## config.mk

```make
export PLATFORM = sky130hd
export DESIGN_NAME = vga_pattern_sequencer
export DESIGN_NICKNAME = d
export VERILOG_FILES = /design/src/rtl/vga_pattern_sequencer.sv
export SDC_FILE = /design/constraint.sdc
export NUM_CORES = 1
export LEC_CHECK = 0
export CORE_UTILIZATION = 40
export CTS_BUF_LIST = sky130_fd_sc_hd__clkbuf_8
export DETAILED_ROUTE_END_ITERATION = 8
export HOLD_SLACK_MARGIN = 0.15
export PLACE_DENSITY = 0.7
export SETUP_SLACK_MARGIN = 0.05
export SYNTH_ARGS = -nofsm -noshare
export SYNTH_HDL_FRONTEND = slang
export SYNTH_SLANG_ARGS = --single-unit
```

## constraint.sdc

```tcl
create_clock -name clk_25 -period 2.35 [get_ports clk_25]
set_clock_uncertainty 0.1 [all_clocks]
set_input_delay 0.47 -clock clk_25 [delete_from_list [all_inputs] [get_ports clk_25]]
set_output_delay 0.47 -clock clk_25 [all_outputs]
set_load 0.05 [all_outputs]
```

## src/rtl/vga_pattern_sequencer.sv

```systemverilog
// rtl/vga_pattern_sequencer.sv - 640x480@60 timing, sync and frame-aligned pattern-select sequencer
// Optional macro VGA_AUTO_CYCLE_EN: advance the pattern every FRAMES_PER_PATTERN frames as well.
module vga_pattern_sequencer #(
  parameter int HVID               = 640,
  parameter int HFP                = 16,
  parameter int HSW                = 96,
  parameter int HBP                = 48,
  parameter int VVID               = 480,
  parameter int VFP                = 10,
  parameter int VSW                = 2,
  parameter int VBP                = 33,
  parameter int NUM_PATTERNS       = 4,
  parameter int FRAMES_PER_PATTERN = 60
) (
  input  logic       clk_25,
  input  logic       reset,
  input  logic       next_req,
  output logic [9:0] horizontal_num,
  output logic [9:0] vertical_num,
  output logic       load_enable,
  output logic       hsync,
  output logic       vsync,
  output logic       frame_start,
  output logic [1:0] pattern_sel,
  output logic       next_ack
);
  localparam int HTOT = HVID + HFP + HSW + HBP;
  localparam int VTOT = VVID + VFP + VSW + VBP;
  localparam logic [9:0] H_LAST = 10'(HTOT - 1);
  localparam logic [9:0] V_LAST = 10'(VTOT - 1);
  localparam logic [9:0] H_VID  = 10'(HVID);
  localparam logic [9:0] V_VID  = 10'(VVID);
  localparam logic [9:0] HS_BEG = 10'(HVID + HFP);
  localparam logic [9:0] HS_END = 10'(HVID + HFP + HSW - 1);
  localparam logic [9:0] VS_BEG = 10'(VVID + VFP);
  localparam logic [9:0] VS_END = 10'(VVID + VFP + VSW - 1);
  localparam logic [1:0] P_LAST = 2'(NUM_PATTERNS - 1);
  localparam logic [6:0] F_LAST = 7'(FRAMES_PER_PATTERN - 1);

  typedef enum logic [1:0] {RUN, PEND, ACKW} state_e;

  state_e     state_q;
  logic [9:0] h_cnt_q, h_cnt_d;
  logic [9:0] v_cnt_q, v_cnt_d;
  logic [1:0] pat_q, pat_d;
  logic [6:0] frame_cnt_q, frame_cnt_d;
  logic       hsync_q, vsync_q;
  logic       h_end, frame_end, manual_adv, auto_adv, advance;

  always_comb begin
    h_end     = (h_cnt_q == H_LAST);
    frame_end = h_end && (v_cnt_q == V_LAST);
    h_cnt_d   = h_end ? '0 : h_cnt_q + 10'd1;
    v_cnt_d   = v_cnt_q;
    if (h_end) v_cnt_d = (v_cnt_q == V_LAST) ? '0 : v_cnt_q + 10'd1;

    manual_adv = (state_q == PEND) && frame_end;
`ifdef VGA_AUTO_CYCLE_EN
    auto_adv   = frame_end && (frame_cnt_q == F_LAST);
`else
    auto_adv   = 1'b0;
`endif
    // A manual and an auto advance landing on the same frame_end merge into one step.
    advance = manual_adv || auto_adv;

    pat_d = pat_q;
    if (advance) pat_d = (pat_q == P_LAST) ? '0 : pat_q + 2'd1;

    frame_cnt_d = frame_cnt_q;
    if (advance)        frame_cnt_d = '0;
    else if (frame_end) frame_cnt_d = frame_cnt_q + 7'd1;
  end

`ifndef VGA_AUTO_CYCLE_EN
  logic unused_flast;
  assign unused_flast = ^F_LAST;
`endif

  always_ff @(posedge clk_25) begin
    if (reset) begin
      h_cnt_q     <= '0;
      v_cnt_q     <= '0;
      pat_q       <= '0;
      frame_cnt_q <= '0;
      hsync_q     <= 1'b1;
      vsync_q     <= 1'b1;
      state_q     <= RUN;
    end else begin
      h_cnt_q     <= h_cnt_d;
      v_cnt_q     <= v_cnt_d;
      pat_q       <= pat_d;
      frame_cnt_q <= frame_cnt_d;
      // Syncs lag the counters by one cycle to line up with the registered colour path.
      hsync_q     <= !((h_cnt_q >= HS_BEG) && (h_cnt_q <= HS_END));
      vsync_q     <= !((v_cnt_q >= VS_BEG) && (v_cnt_q <= VS_END));
      case (state_q)
        RUN:     if (next_req)  state_q <= PEND;
        PEND:    if (frame_end) state_q <= ACKW;
        ACKW:    if (!next_req) state_q <= RUN;
        default:                state_q <= RUN;
      endcase
    end
  end

  assign horizontal_num = h_cnt_q;
  assign vertical_num   = v_cnt_q;
  assign load_enable    = reset || (h_cnt_q >= H_VID) || (v_cnt_q >= V_VID);
  assign hsync          = hsync_q;
  assign vsync          = vsync_q;
  assign frame_start    = !reset && (h_cnt_q == '0) && (v_cnt_q == '0);
  assign pattern_sel    = pat_q;
  assign next_ack       = !reset && manual_adv;
endmodule
```

==> summary.md, run 1 <==
| Metric | Value |
|---|---|
| Largest net degree at the start of global routing | 15 |
| Switching part of the total | roughly a quarter |
| Tmin final | 2.30 ns |
| Clk root buf | clkbuf_8 |
| P_leak | 0.000691 uW |
| Die ar. | 0.00352 mm2 |
| Seq pwr share | a little over half |
| Req. time, crit path | 1.78 ns |
| Post-synthesis simple-gate area fraction | 34.5% |
| Clock network fraction of total power | 34.8% |
| Buffers plus inverters on the worst setup path | 1 |
| Layout fillers | 266 |
| Detailed-route via count | between 1k and 1.5k |
| Synth Net Count | 165 |
| Final setup margin | approximately 0.048 ns |
| Setup Crit Path Kind | flip-flop to output port |
| Rows | 20 |
| Routed Antenna Nets | 0 |
| Routed WL | 3260 um |
| Gate power share | 11.3% |
| Net switching power | 204 uW |
| Final non-filler cell total | between 200 and 250 |
| Min-delay worst type | flip-flop to flip-flop |
| Clk slew on worst S/H paths | 0.09 ns |
| Dpl ws | -0.0379 ns |
| Final setup viols | 0 |
| Initial DRC Count | 44 |
| Max-slew headroom | about three fifths |
| Mux cell area share after synthesis | 2.29% |
| Post-Syn Instances | 156 |
| CP peak stage delay | 0.37 ns |
| Post-synth top area cell | dfxtp_1 |
| Synth Flop Type | dfxtp_1 |
| GRT overflow | 0 |
| Combinational family with the most area after synthesis | simple AND/OR/NAND/NOR gates |
| Total GRT Usage | between 10% and 20% |
| CTS buffer count | 3 |
| Flops & latches, synth | 26 |
| Initial antenna violation count | 0 |
| Most Frequent Cell on Critical Path | and4_4 |
| Starting density of the core | 42.7% |
| CTS Sinks | 26 |
| Status | finished clean |
| Die Ht | 59.3 um |
| Cell variety after synth | 34 |
| CTS tree | yes |
| EDFF count, synth | 0 |
| Hold Path Stages | 1 |
| First-pass GRT wire length | 5260 um |
| Share of cells above drive strength 1 | 27.9% |
| RSZ-0062 raised after global routing | true |
| Clk Latency, worst-skew pair | 0.27 ns |
| Cells after DPL | 227 |
| Fin crit share | 98.0% |
| Power Density | 426 mW/mm2 |
| Max_cap viols | 0 |
| Internal power | 633 uW |
| # diodes | 0 |
| Fmax | 0.434 GHz |
| Ys Warns | 0 |
| Critical path endpoint category | output port |
| Fin nets | 207 |
| Synth area leaders | dfxtp_1 (40%), nor2_1 (6.3%), ha_1 (5.7%), xnor2_1 (5.3%), nand3_1 (4.6%) |
| Clk buf depth | 2 |
| Die width | 59.3 um |
| Compound-Gate Fraction of Synth Area | under 10% |
| Drt drc | 0 |
| Worst reg-to-reg path cell count | 4 |
| Htree depth | 1 |
| CP cell instances | ha_4 > and4_4 > and4_4 > nand3_4 > nor3_4 > buf_12 |
| Critical path's top delay family | simple AND/OR/NAND/NOR gates |
| Post-Synth Adder-Cell Area | between 5 and 6% |
| Vias per std cell | 5.34 |
| VDD IR max | between 0.2 and 0.3 mV |
| Max-slew violation count | 0 |
| Post-Syn Area | 0.00131 mm2 |
| Fin util | 63.8% |
| Yosys top cell area share | roughly 40% |
| WL/cell | 13.5 um |
| CP max FO | 4 |
| Input/output buffers | 29 |
| Post-CTS Hold Buffers | 0 |
| Worst path arrival time | 1.73 ns |
| Slowest CP cell | dfxtp_4 |
| Drt pass-1 iters | 4 |
| Final hold vios | 0 |
| Dpl hpwl | 2260 um |
| Least-Margin Pin Slew | 0.588 ns |
| Core area | between 0.003 and 0.004 mm2 |
| Async set-reset flop share out of synthesis | 0% |
| Post-synthesis xor/xnor area fraction | 8.00% |
| Avg Cell Area, Syn | 8.42 um2 |
| Critical path depth in cells | 6 |
| Placer Congestion | between 0.8 and 0.9 |
| Area Overhead vs Synth | 49.5% |
| Ports | 30 |
| Vias in the first global route | 1165 |
| Critical path launch point type | flip-flop |
| Final hold slack | 0.410 ns |
| Register area share after synthesis | 39.6% |
## flip-flops by register name, indices dropped and copies added (netlist names)
signal          count
horizontal_num     10
vertical_num       10
vsync               1
hsync               1
pattern_sel         2
state_q             2
## power by group through the flow
stage | clock (uW) | sequential (uW) | combinational [uW]
2_1_floorplan | 0 | 477 | 41.4
3_3_place_gp | 0 | 465 | 86.1
6_report | 291 | 451 | 94.4
5_1_grt | 316 | 452 | 101
4_1_cts | 299 | 453 | 95.1
3_5_place_dp | 0 | 465 | 87.1
## layer usage
| layer | vias up | GRT usage, % | routed length, um |
|---|---|---|---|
| met5 | - | 0 | 0 |
| met4 | 0 | 5.44 | 25 |
| met3 | 4 | 3.06 | 94 |
| met2 | 27 | 32.3 | 1660 |
| met1 | 616 | 26.7 | 1480 |
| li1 | 639 | - | - |
## final cells by class
type | count | area, um2 | share of cell area [%]
multi-input cells | 120 | 861 | 43.8
flip-flops and latches | 26 | 557 | 28.3
repair buffers | 42 | 418 | 21.3
well taps | 44 | 55.1 | 2.80
clock buffers | 4 | 55.1 | 2.80
inverters | 5 | 18.8 | 0.955
## metrics by stage
step / total power (uW) / TNS, ns / instance area, um2
floorplan: 518 / 0 / 1410
global placement: 551 / -0.00762 / 1770
detailed placement: 552 / -0.0379 / 1770
CTS: 847 / 0 / 1880
global route: 869 / -0.0230 / 1960
finish: 837 / 0 / 1960
## cells in the mapped netlist (2+ instances only)
library cell and instances:
a21oi_1 6, and3_1 3, and4_1 2, clkbuf_1 2, dfxtp_1 26, ha_1 6
inv_1 5, mux2i_1 3, nand2_1 10, nand3_1 12, nand4_1 6, nor2_1 22
nor2b_1 2, nor3_1 8, nor4_1 6, o21ai_0 4, o31ai_1 2, or3_2 2
or4_1 4, xnor2_1 8, xor2_1 4
## final timing paths
kind / from / to / slack (ns)
max reg2reg: horizontal_num[5]$_SDFF_PP0_ / vertical_num[9]$_SDFFE_PP0N_ / 0.12
min: vertical_num[8]$_SDFFE_PP0N_ / vsync$_SDFF_PP1_ / 0.41
min reg2reg: vertical_num[8]$_SDFFE_PP0N_ / vsync$_SDFF_PP1_ / 0.41
max: horizontal_num[0]$_SDFF_PP0_ / next_ack / 0.05
## worst register-to-register path, delay by kind of cell (launching register included)
family           cells  cell delay, ns
flip-flops           1            0.38
AND/OR/NAND/NOR      3            1.50
AO/OA/AOI/OAI        1            0.17
## what timing repair did
| action | in CTS | in global routing |
|---|---|---|
| pin swaps | 4 | 4 |
| gates cloned | 0 | 0 |
| buffers inserted | 3 | 7 |
| gates resized for setup | 8 | 8 |
| setup endpoints to repair | 2 | 2 |
## kinds of logic after synthesis
kind of cell | Yosys count
buffers and inverters | 10
AO/OA/AOI/OAI | 14
flip-flops | 26
adder cells (fa/ha/maj) | 6
XOR/XNOR | 12
multiplexers | 3
AND/OR/NAND/NOR | 85
## layout by cell type (no fill, tap or decap), types with 2 or more instances in the layout
master / Yosys / layout
clkdlybuf4s50_1: 0 / 26
xnor2_1: 8 / 8
clkbuf_8: 0 / 4
ha_1: 6 / 4
buf_12: 0 / 3
nand2_1: 10 / 10
buf_4: 0 / 13
dfxtp_1: 26 / 9
ha_4: 0 / 2
nor4_4: 0 / 2
nor2_1: 22 / 21
or3_2: 2 / 2
a21oi_1: 6 / 6
and3_1: 3 / 3
xor2_1: 4 / 4
or4_1: 4 / 4
mux2i_1: 3 / 3
nor4_1: 6 / 4
nand3_1: 12 / 11
dfxtp_2: 0 / 11
nor3_1: 8 / 6
o31ai_1: 2 / 2
inv_1: 5 / 4
and4_4: 0 / 2
o21ai_0: 4 / 4
dfxtp_4: 0 / 6
nand4_1: 6 / 6
Power figures use the tool's default switching activity.
==> inputs of run 2 (changes only) <==
- ABC_CLOCK_PERIOD_IN_PS: default -> 2350
- CORE_UTILIZATION: 40 -> 51
- PLACE_DENSITY: 0.7 -> 0.85
==> run 2 against run 1 <==
Net effect: worst setup slack worse by 0.0086 ns; die area is 21% lower; critical path type unchanged; clock power is 15% lower; largest cell class unchanged.
==> summary.md, run 2 (synthesis results as in run 1) <==
| Metric | Value |
|---|---|
| Status | finished clean |
| Fin crit share | 98.3% (+0.37 points) |
| CTS tree | yes |
| Final hold vios | 0 (unchanged) |
| Final setup viols | 0 (unchanged) |
| Total GRT Usage | 23.1% (+3.4 points) |
| Largest net degree at the start of global routing | 15 (unchanged) |
| Multi-input logic area | 861 um2 (unchanged) |
| Cells after DPL | 211 (-7.0%) |
| WL/cell | 15.1 um (+11%) |
| Dpl hpwl | 2190 um (-2.9%) |
| Fmax | 0.433 GHz (-0.37%) |
| Slowest CP cell | dfxtp_2 |
| Fin util | 76.9% (+13 points) |
| Final non-filler cell total | 220 (-8.7%) |
| Clk root buf | clkbuf_8 |
| Area Overhead vs Synth | 43.7% |
| Clk Latency, worst-skew pair | 0.27 ns (about the same) |
| RSZ-0062 raised after global routing | true |
| Most frequent cells in the layout | clkdlybuf4s50_1 (26), nor2_1 (21), nand3_1 (11), dfxtp_2 (11), nand2_1 (10) |
| Max-slew headroom | 55.7% (-4.7 points) |
| Layout fillers | 168 (-37%) |
| Clk slew on worst S/H paths | 0.08 ns (about the same) |
| CP cell instances | nor4_4 > and4_4 > nand3_4 > nor3_4 > buf_12 |
| Vias per std cell | 5.98 (+12%) |
| Seq. cell area | 557 um2 (unchanged) |
| Initial DRC Count | 47 (+6.8%) |
| Core area | 0.00245 mm2 (-20%) |
| Input/output buffers | 29 (unchanged) |
| Share of cells above drive strength 1 | 25.8% (-2.1 points) |
| Drt drc | 0 (unchanged) |
| Routed WL | 3310 um (+1.6%) |
| Vias in the first global route | 1063 (-8.8%) |
| Ports | 30 (unchanged) |
| Clk buf depth | 2 (unchanged) |
| Least-Margin Pin Slew | 0.658 ns (+0.0695 ns) |
| Design area | 0.00189 mm2 (-3.9%) |
| Rows | 18 (-10%) |
| Most common cell after layout, fill and taps aside | clkdlybuf4s50_1 |
| Flop-to-flop setup slack | 0.14 ns (+0.02 ns) |
| Routed Antenna Nets | 0 (unchanged) |
| Max-slew violation count | 0 (unchanged) |
| Die width | 52.8 um (-11%) |
| DP Area | 0.00173 mm2 (-1.8%) |
| Post-CTS Hold Buffers | 0 (unchanged) |
| Die ar. | 0.00278 mm2 (-21%) |
| First-pass GRT wire length | 4710 um (-10%) |
| CTS Sinks | 26 (unchanged) |
| Drt pass-1 iters | 4 (unchanged) |
| Htree depth | 1 (unchanged) |
| P_leak | 0.000656 uW (-5.1%) |
| CP peak stage delay | 0.36 ns (about the same) |
| Starting density of the core | 53.5% (+11 points) |
| GRT overflow | 0 (unchanged) |
| Min-delay worst type | flip-flop to flip-flop |
| Fin nets | 201 (-2.9%) |
| Placer Congestion | 0.840 (+3.1%) |
| Worst reg-to-reg path cell count | 4 (unchanged) |
| Initial antenna violation count | 0 (unchanged) |
| Critical path endpoint category | output port |
| Req. time, crit path | 1.78 ns (about the same) |
| Critical path launch point type | flip-flop |
| VDD IR max | 0.373 mV (+36%) |
| Power Density | 419 mW/mm2 (-1.7%) |
| Hold Path Stages | 1 (unchanged) |
| Worst path arrival time | 1.74 ns (about the same) |
| Max_cap viols | 0 (unchanged) |
| CTS buffer count | 3 (unchanged) |
| # diodes | 0 (unchanged) |
| Detailed-route via count | 1316 (+2.3%) |
| Tmin final | 2.31 ns (+0.00863 ns) |
| CP max FO | 5 (+1) |
| Final hold slack | 0.346 ns (-0.0641 ns) |
| Die Ht | 52.8 um (-11%) |
| Setup Crit Path Kind | flip-flop to output port |
-- run 2: cell count changes in the layout (fill, tap and decap cells not counted), sizes merged --
cell	change
clkbuf	-1
buf	-6
-- run 2: worst paths after layout --
kind | startpoint | end
worst max-delay path | vertical_num[7]$_SDFFE_PP0N_ | next_ack
worst max register to register | horizontal_num[5]$_SDFF_PP0_ | vertical_num[7]$_SDFFE_PP0N_
worst min-delay path | horizontal_num[0]$_SDFF_PP0_ | horizontal_num[0]$_SDFF_PP0_
worst min register to register | horizontal_num[0]$_SDFF_PP0_ | horizontal_num[0]$_SDFF_PP0_
-- run 2: power by group --
group          leakage [uW]  total, uW  switching, uW  internal (uW)
Sequential         0.000220        451           9.20            442
Combinational      0.000414       94.1           53.6           40.5
Clock             0.0000216        246            131            115
Total              0.000656        791            194            597
-- run 2: worst max-delay path: cells and delay by family, from the launching register on --
kind,cells,cell delay [ns]
buffers and inverters,1,0.16
flip-flops,1,0.36
AND/OR/NAND/NOR,4,0.96
-- run 2: metal layers --
layer / share of wire, % / global-route usage [%] / vias to the layer above
li1: - / - / 630
met1: 42 / 28.9 / 617
met4: 1.9 / 9.21 / 0
met3: 6.0 / 2.90 / 10
met2: 50 / 39.5 / 59
met5: 0 / 0 / -
-- run 2: area by class of cell --
| cell class | instances | area share [%] |
|---|---|---|
| Sequential cell | 26 | 29.5 |
| Tap cell | 30 | 1.99 |
| Multi-Input combinational cell | 120 | 45.6 |
| Clock buffer | 3 | 2.19 |
| Inverter | 5 | 0.994 |
| Timing Repair Buffer | 36 | 19.7 |
-- run 2: timing repair --
item                       in CTS  in global routing
gates cloned                    0                  0
setup endpoints to repair       2                  4
setup buffers                   1                  5
resized for setup               4                 13
pin swaps                       2                  4
-- run 2: metrics by stage --
stage	worst slack, ns	power [uW]	TNS (ns)
after global routing	-0.00784	821	-0.0157
after detailed placement	0.0127	550	0
after CTS	0.0184	797	0
final	0.0391	791	0
after floorplan	0.0538	518	0
after global placement	0.00162	549	0
==> inputs of run 3 (changes only) <==
- CORE_UTILIZATION: 51 -> 49
- CTS_BUF_LIST: sky130_fd_sc_hd__clkbuf_8 -> sky130_fd_sc_hd__clkbuf_8 sky130_fd_sc_hd__clkbuf_16
- PLACE_DENSITY: 0.85 -> 0.82
==> run 3 against run 2 <==
Net effect: fmax about the same; core utilization increased by 0.92 points; via count decreased by 2.1%; non-clock buffer count increased by 5; sequential share of layout area decreased by 0.87 points; register-to-register slack about the same; final cell count increased by 2.7%; wire length decreased by 1.9%.
==> summary.md, run 3 (synthesis results as in run 1) <==
| Metric | Value |
|---|---|
| Status | finished clean |
| Final non-filler cell total | 226 (+2.7%) |
| Routed WL | 3250 um (-1.9%) |
| Max-slew headroom | 55.3% (-0.39 points) |
| Most frequent cells in the layout | clkdlybuf4s50_1 (26), nor2_1 (21), buf_4 (12), nand3_1 (11), dfxtp_2 (11) |
| # diodes | 0 (unchanged) |
| Least-Margin Pin Slew | 0.664 ns (+0.00582 ns) |
| Internal power | 709 uW (+19%) |
| Most common cell after layout, fill and taps aside | clkdlybuf4s50_1 |
| CTS buffer count | 3 (unchanged) |
| Min-delay worst type | flip-flop to flip-flop |
| CTS Sinks | 26 (unchanged) |
| Share of cells above drive strength 1 | 27.6% (+1.8 points) |
| Detailed-route via count | 1288 (-2.1%) |
| Placer Congestion | 0.837 (-0.29%) |
| Htree depth | 1 (unchanged) |
| Die width | 53.8 um (+1.9%) |
| Fin util | 77.8% (+0.92 points) |
| Ports | 30 (unchanged) |
| Input/output buffers | 29 (unchanged) |
| Clk slew on worst S/H paths | 0.09 ns (about the same) |
| Vias in the first global route | 1090 (+2.5%) |
| Worst path arrival time | 1.74 ns (about the same) |
| Req. time, crit path | 1.78 ns (about the same) |
| Max_cap viols | 0 (unchanged) |
| Dpl hpwl | 2180 um (-0.44%) |
| Tmin final | 2.31 ns (-0.00138 ns) |
| P_leak | 0.000691 uW (+5.2%) |
| Rows | 18 (unchanged) |
| Switching part of the total | 22.3% (-2.2 points) |
| WL/cell | 14.4 um (-4.5%) |
| Drt pass-1 iters | 4 (unchanged) |
| Max-slew violation count | 0 (unchanged) |
| First-pass GRT wire length | 4740 um (+0.59%) |
| Total GRT Usage | 22.7% (-0.37 points) |
| Fin nets | 206 (+2.5%) |
| Fmax | 0.433 GHz (about the same) |
| Final setup viols | 0 (unchanged) |
| Initial antenna violation count | 0 (unchanged) |
| Layout fillers | 161 (-4.2%) |
| Critical path endpoint category | output port |
| CTS tree | yes |
| Setup Crit Path Kind | flip-flop to output port |
| Multi-input logic area | 851 um2 (-1.2%) |
| Area Overhead vs Synth | 48.1% |
| Largest net degree at the start of global routing | 16 (+1) |
| Cells after DPL | 214 (+1.4%) |
| Net switching power | 204 uW (+5.0%) |
| Critical path launch point type | flip-flop |
| Seq pwr share | 49.6% (-7.4 points) |
| Seq. cell area | 557 um2 (unchanged) |
| Die ar. | 0.00289 mm2 (+3.9%) |
| Vias per std cell | 5.70 (-4.7%) |
| Clk root buf | clkbuf_8 |
| GRT overflow | 0 (unchanged) |
| Clk Latency, worst-skew pair | 0.27 ns (about the same) |
| Clk buf depth | 2 (unchanged) |
| Drt drc | 0 (unchanged) |
| Core area | 0.00250 mm2 (+1.8%) |
| Gate power share | 9.9% (-2.0 points) |
| Initial DRC Count | 19 (-60%) |
| CP max FO | 6 (+1) |
| Fin crit share | 98.3% (about the same) |
| Power Density | 469 mW/mm2 (+12%) |
| VDD IR max | 0.498 mV (+34%) |
| Clock network fraction of total power | 40.5% (+9.4 points) |
| RSZ-0062 raised after global routing | true |
| Final hold vios | 0 (unchanged) |
| Starting density of the core | 52.6% (-0.96 points) |
| Routed Antenna Nets | 0 (unchanged) |
| Die Ht | 53.8 um (+1.9%) |
| Final hold slack | 0.352 ns (+0.00677 ns) |
-- run 3: cell types whose count changed in the layout (fill, tap and decap cells not counted) --
cell,previous run,this run
ha_4,2,1
inv_1,3,4
bufinv_16,0,1
buf_4,7,12
ha_2,0,1
inv_2,2,1
-- run 3: per-stage QoR --
step | instance area [um2] | setup TNS (ns) | worst slack [ns] | power [uW]
2_1_floorplan | 1410 | 0 | 0.0538 | 518
3_3_place_gp | 1760 | 0 | 0.00885 | 550
3_5_place_dp | 1760 | -0.0314 | -0.0314 | 551
4_1_cts | 1870 | 0 | 0.0473 | 917
5_1_grt | 1950 | -0.0313 | -0.0313 | 942
6_report | 1950 | 0 | 0.0405 | 912
-- run 3: final timing paths --
kind | startpoint | to | slack [ns] | cells after the start
setup / recovery | vertical_num[0]$_SDFFE_PP0N_ | next_ack | 0.04 | 7
hold / removal | horizontal_num[0]$_SDFF_PP0_ | horizontal_num[0]$_SDFF_PP0_ | 0.35 | 1
setup reg to reg | horizontal_num[6]$_SDFF_PP0_ | vertical_num[7]$_SDFFE_PP0N_ | 0.14 | 4
hold reg to reg | horizontal_num[0]$_SDFF_PP0_ | horizontal_num[0]$_SDFF_PP0_ | 0.35 | 1
-- run 3: area by class of cell --
cell class | count | area share (%)
clock inverter | 1 | 1.54
timing repair buffer | 41 | 21.1
tap | 30 | 1.93
sequential | 26 | 28.6
multi-input combinational | 120 | 43.7
inverter | 5 | 0.965
clock buffer | 3 | 2.12
-- run 3: repair_timing --
| item | CTS | global route |
|---|---|---|
| pin swaps | 3 | 4 |
| setup buffers | 2 | 6 |
| hold buffers | 0 | 0 |
| resized for setup | 5 | 10 |
| endpoints found under the setup margin | 2 | 2 |
-- run 3: power by group through the flow --
| stage | clock (uW) | sequential, uW | combinational (uW) |
|---|---|---|---|
| CTS | 373 | 454 | 89.4 |
| floorplan | 0 | 477 | 41.4 |
| detailed placement | 0 | 465 | 86.2 |
| finish | 370 | 452 | 90.1 |
| global placement | 0 | 465 | 85.5 |
| global route | 393 | 454 | 95.9 |
-- run 3: layer usage --
layer | wire [um] | GRT usage [%] | part of all wire, % | vias up
li1 | - | - | - | 640
met1 | 1490 | 28.6 | 46 | 601
met2 | 1570 | 39.3 | 48 | 39
met3 | 128 | 2.54 | 3.9 | 8
met4 | 50 | 8.33 | 1.5 | 0
met5 | 0 | 0 | 0 | -
-- run 3: worst max-delay path, stage by stage, from the launching register on --
cell     delay (ns)
dfxtp_4        0.38
inv_2          0.06
ha_2           0.16
nor2b_4        0.16
and4_4         0.25
nand3_4        0.09
nor3_4         0.21
buf_12         0.16
